==> config.mk <==
export PLATFORM = sky130hd
export DESIGN_NAME = display_arbiter
export DESIGN_NICKNAME = d
export VERILOG_FILES = /design/src/rtl/display_arbiter.sv
export SDC_FILE = /design/constraint.sdc
export NUM_CORES = 1
export LEC_CHECK = 0
export CAP_MARGIN = 20
export CELL_PAD_IN_SITES_DETAIL_PLACEMENT = 0
export CELL_PAD_IN_SITES_GLOBAL_PLACEMENT = 1
export CORE_MARGIN = 8
export CORE_UTILIZATION = 50
export DETAILED_ROUTE_END_ITERATION = 10
export DONT_BUFFER_PORTS = 1
export HOLD_SLACK_MARGIN = 0.06
export PLACE_DENSITY_LB_ADDON = 0.05
export SYNTH_ARGS = -nofsm -noshare
export SYNTH_HDL_FRONTEND = slang
export SYNTH_SLANG_ARGS = --single-unit
==> constraint.sdc <==
create_clock -name clk_in -period 5.9 [get_ports clk_in]
set_clock_uncertainty 0.05 [all_clocks]
set_input_delay 0.885 -clock clk_in [delete_from_list [all_inputs] [get_ports clk_in]]
set_output_delay 0.885 -clock clk_in [all_outputs]
set_load 0.01 [all_outputs]
==> src/rtl/display_arbiter.sv <==
// Round-robin arbiter sharing one 8-digit seven-segment display between NUM_REQ producers.
// Define DISPLAY_ARB_TAG_EN to replace the leftmost digit with the source requester index.
module display_arbiter #(
    parameter int NUM_REQ     = 4,
    parameter int HOLD_CYCLES = 100_000_000
) (
    input  logic                   clk_in,
    input  logic                   rst_in,
    input  logic [NUM_REQ-1:0]     req_valid_in,
    input  logic [32*NUM_REQ-1:0]  req_val_in,
    output logic [NUM_REQ-1:0]     req_ready_out,
    output logic [31:0]            val_out,
    output logic [2:0]             owner_out,
    output logic                   busy_out
);

    localparam int PW = $clog2(NUM_REQ);
    localparam int CW = $clog2(HOLD_CYCLES + 1);
    localparam logic [CW-1:0] HOLD_LAST = CW'(HOLD_CYCLES - 1);
    localparam logic [PW-1:0] PTR_RST   = PW'(NUM_REQ - 1);

    typedef enum logic {IDLE, SHOW} state_t;

    state_t          state;
    state_t          state_next;
    logic [PW-1:0]   ptr;
    logic [CW-1:0]   cnt;
    logic [PW-1:0]   owner_idx;
    logic [PW-1:0]   grant_idx;
    logic [PW-1:0]   sel_idx;
    logic            grant_hit;
    logic            xfer;
    logic [31:0]     sel_val;
    logic [31:0]     latch_val;

    // Index reached by stepping 'step' places after 'base', wrapping at NUM_REQ.
    function automatic logic [PW-1:0] rr_idx(input logic [PW-1:0] base, input int step);
        int sum;
        sum = int'(base) + step;
        if (sum >= NUM_REQ) sum = sum - NUM_REQ;
        return PW'(sum);
    endfunction

    assign owner_idx = owner_out[PW-1:0];

    always_comb begin
        grant_hit = 1'b0;
        grant_idx = '0;
        for (int k = 1; k <= NUM_REQ; k++) begin
            if (!grant_hit && req_valid_in[rr_idx(ptr, k)]) begin
                grant_hit = 1'b1;
                grant_idx = rr_idx(ptr, k);
            end
        end
    end

    always_comb begin
        state_next    = state;
        req_ready_out = '0;
        sel_idx       = owner_idx;
        case (state)
            IDLE: begin
                sel_idx = grant_idx;
                if (grant_hit) begin
                    req_ready_out[grant_idx] = 1'b1;
                    state_next               = SHOW;
                end
            end
            SHOW: begin
                req_ready_out[owner_idx] = req_valid_in[owner_idx];
                if (cnt == HOLD_LAST) state_next = IDLE;
            end
            default: state_next = IDLE;
        endcase
        // Ready must be silent for the whole reset pulse, not just after the first edge.
        if (rst_in) req_ready_out = '0;
    end

    assign xfer    = |(req_valid_in & req_ready_out);
    assign sel_val = req_val_in[32*int'(sel_idx) +: 32];

`ifdef DISPLAY_ARB_TAG_EN
    assign latch_val = {1'b0, 3'(sel_idx), sel_val[27:0]};
`else
    assign latch_val = sel_val;
`endif

    always_ff @(posedge clk_in or posedge rst_in) begin
        if (rst_in) begin
            state     <= IDLE;
            ptr       <= PTR_RST;
            cnt       <= '0;
            val_out   <= '0;
            owner_out <= '0;
            busy_out  <= 1'b0;
        end else begin
            state    <= state_next;
            busy_out <= (state_next == SHOW);
            if (xfer) begin
                val_out   <= latch_val;
                owner_out <= 3'(sel_idx);
            end
            // Owner refreshes during SHOW leave the dwell counter running.
            if (state == IDLE) begin
                if (xfer) ptr <= grant_idx;
                cnt <= '0;
            end else if (cnt != HOLD_LAST) begin
                cnt <= cnt + 1'b1;
            end else begin
                cnt <= '0;
            end
        end
    end

endmodule

==> impl_summary.md <==
Placed design
The congestion estimate from routability-driven global placement came to 0.8306. Detailed placement finished with a half-perimeter wire length of 11.11 mm. Input and output buffers added on the ports amount to 0.

Floorplan
The die outline height is 116.4 µm. The region available for standard cell placement spans 0.009774 mm². In this run the horizontal extent of the chip is 116.4 µm. The floorplan step defined a die boundary enclosing 0.01356 mm². In this run the core area contains 36 standard-cell rows. 174 I/O pins were placed. The initial core utilization is 51.60%.

Final layout
The multi-input logic area is 0.003168 mm². In the final design database the tool counted 721 nets. Of the cells placed in the final design, the portion with a size suffix greater than 1 is 7.783%. The growth of design area from synthesis to finish is 3.771%. Fill cells in the final layout number 949. Summing all flip-flop and latch instances after layout gives 0.001607 mm². The number of antenna diodes is 0. The commonest non-fill, non-tap cell in the layout is sky130_fd_sc_hd__nand2_1. In the layout the commonest cells are 79 x sky130_fd_sc_hd__nand2_1, 60 x sky130_fd_sc_hd__dfrtp_1, 45 x sky130_fd_sc_hd__nand3_1, 39 x sky130_fd_sc_hd__nor2_1, 35 x sky130_fd_sc_hd__a21oi_1.

Critical path
The setup slack on the worst flop-to-flop path is 2.60 ns. The signal on the critical path passes through nand2_1 -> a31oi_4 -> nand2_2 -> nor3_1 -> a31oi_1 -> nor2_1. For this run, the slowest stage of the critical path takes 0.79 ns. The highest net fanout along the worst path is 33.

The launch instance of the worst register-to-register path is ptr[1]. The critical path's top delay family is simple AND/OR/NAND/NOR gates. The critical path is of the flip-flop to output pin type.

STA classifies the critical path startpoint as a flip-flop. Data arrives at the worst endpoint at 2.98 ns. The critical path's slowest cell is sky130_fd_sc_hd__a31oi_4. The sort of element at the end of the critical path is an output pin. At the worst endpoint, the required time is 4.97 ns. The endpoint identified for the worst register-to-register timing path is val_out[30]. The cell depth of the worst flop-to-flop path is 7.

The count of buffering cells on the critical path with inverters included is 0.

Routing
After detailed routing, no signal wire sits above met4. In the detailed route, the total length drawn on met2 is 7.909 mm. The length of the first detailed-routing pass in iterations is 5. The detail-routed net length per standard cell is 22.62 µm. The total detailed-routing wirelength is 16.38 mm. The via count is 4835. After detailed routing, the number of remaining DRC violations is 0. The number of nets still failing antenna checks after routing is 0. The routed design uses 1.494 mm of met3 wire. In this run, the number of DRC markers left after iteration 0 of detailed routing was 416. In the routed layout, each cell is associated on average with a via count of 6.678. After detailed routing, the wire length on met1 is 6.577 mm.

Power and ir drop
Summed over all cells, the static leakage comes to 2.374 nW. In this run the power density over the cells is 230.3 mW/mm². The peak supply drop is 0.00008969 V.

Clock network
The number of buffers on the longest clock path is 2. The total CTS buffers is 9. The CTS tree is built. The number of resized instances in the post-cts repair step is 0. The clock root buffer is sky130_fd_sc_hd__clkbuf_8. The worst-skew pair later-pin latency is 0.34 ns. The sink count of the clock tree is 64. After clock tree synthesis, the setup repair step added 0 buffers. The clock transition at the registers of the reported paths is 0.07 ns.

The hold-fix buffer count after cts is 0. The H-tree depth is 3.

Global routing
The first-pass GRT wire length is 25.07 mm. Entering global routing, the biggest net connects 75 pins. The total congestion overflow is 0. The initial antenna violation count is 0. The number of global-route vias before repair was 4516. The global routing usage summed across all routing layers is 23.70%.

Synth
The share of Yosys cell area claimed by the top area cell type is 30.76%. By area the synthesized netlist is led by sky130_fd_sc_hd__dfrtp_1 31%, sky130_fd_sc_hd__mux2i_1 6.7%, sky130_fd_sc_hd__a32o_1 6.4%, sky130_fd_sc_hd__nand2_1 6.0%, sky130_fd_sc_hd__a21o_1 4.8%. In this run the mean area of a mapped cell was 8.109 µm². The share of flip-flops with an asynchronous set or reset after synthesis is 100.0%. The post-synthesis instance area is 0.005044 mm². The primary flip-flop cell chosen by synthesis mapping is sky130_fd_sc_hd__dfrtp_1. The count of mapped cells out of synthesis is 622. The post-synthesis net count is 757. Of the synthesized area, sequential elements account for 31.80%. The number of distinct library cells after synthesis is 46. The number of synthesized register bits is 64.

Summed over all instances, the cell type with the most area after synthesis is sky130_fd_sc_hd__dfrtp_1. The synthesis warning total is 0. The number of flops mapped to enable cells by yosys is 0.

Hold path
For hold timing, the worst endpoint is cnt[0]. The min-delay analysis places its worst path in the category flip-flop to flip-flop. The depth of the worst hold-timing path is 1. The worst hold path startpoint is cnt[0].

Job
The max-capacitance violation count is 0.

Timing
Setup repair after global routing left no endpoint under its margin. The number of pins with negative max-slew slack in the final report is 0. For this run, the top clock speed supported by timing is 255.4 MHz. Of the available clock period, the critical path in the final layout requires 66.37%. The total of endpoints with negative setup slack in the final report is 0. The tightest hold path in the finished design has a slack of 0.4671 ns. Counting I/O delays and the setup requirement, the final critical path takes 3.916 ns. The worst pin sits at a relative slew slack of 31.03%.

The total negative setup slack is 0 ns. The transition at the pin with the smallest max-transition slack is 1.028 ns. The number of failing hold endpoints at the final stage is 0.

Outcome
The run finished with clean final reports.
[Yosys cell counts (all sizes together), types with 31 or more instances]
cell / number
nand3: 45
nor2: 40
mux2i: 34
o22ai: 31
a32o: 32
nand2: 80
dfrtp: 62
a21o: 32
a31oi: 35
o21ai: 34
clkbuf: 32
a21boi: 31
a21oi: 35
[layer usage]
metal | up-vias | global-route usage, %
li1 | 2241 | -
met1 | 2350 | 29.51
met2 | 215 | 37.90
met3 | 29 | 6.567
met4 | 0 | 9.680
met5 | - | 0
[layout make-up]
cell class | count | area share [%]
clock buffers | 12 | 2.582
clock inverters | 4 | 0.8606
inverters | 6 | 0.4303
multi-input cells | 493 | 60.53
flip-flops and latches | 64 | 30.70
well taps | 133 | 3.180
repair buffers | 12 | 1.721
[cell families (layout without fill, tap and decap cells)]
kind of cell    Yosys count  after routing  share of synthesized area, %
other cells               1              1                       0.07435
mux                      38             38                         7.864
xor+xnor                 24             24                         4.168
buf+inv                  65             34                         5.855
simple gates            195            195                         18.08
fa+ha+maj                 1              1                        0.2480
flops                    64             64                         31.80
compound gates          234            234                         31.90
[report_power, final]
part	switching [mW]	internal (mW)	leakage, nW	total, mW
clock network	0.177	0.194	0.0941	0.371
registers	0.0731	0.493	0.805	0.566
logic	0.155	0.113	1.47	0.268
total	0.405	0.800	2.37	1.21
[state kept, by name (all words and copies together), names as in the netlist]
register	cells
val_out	32
owner_out	2
ptr	2
state	1
cnt	27
[worst max-delay path by stage]
stage,cells past startpoint,slack (ns),endpoint,from
final,6,1.98,req_ready_out[2],ptr[1]
after global routing,6,1.79,req_ready_out[2],ptr[1]
after CTS,6,1.94,req_ready_out[2],ptr[1]
after detailed placement,6,2.05,req_ready_out[2],req_valid_in[3]
after global placement,6,2.11,req_ready_out[2],req_valid_in[3]
after floorplan,4,2.66,val_out[0],rst_in
[per-stage QoR]
step	instances	utilization (%)	setup WS (ns)	power [mW]	cell area, µm²
3_3_place_gp	708	51.70	2.108	0.8327	5054
4_1_cts	724	53.55	1.944	1.214	5234
5_1_grt	724	53.55	1.788	1.271	5234
6_report	724	53.55	1.984	1.206	5234
3_5_place_dp	708	51.70	2.055	0.8438	5054
2_1_floorplan	622	-	2.656	0.7774	5044
Note: power is estimated with default switching activity, not from simulation.
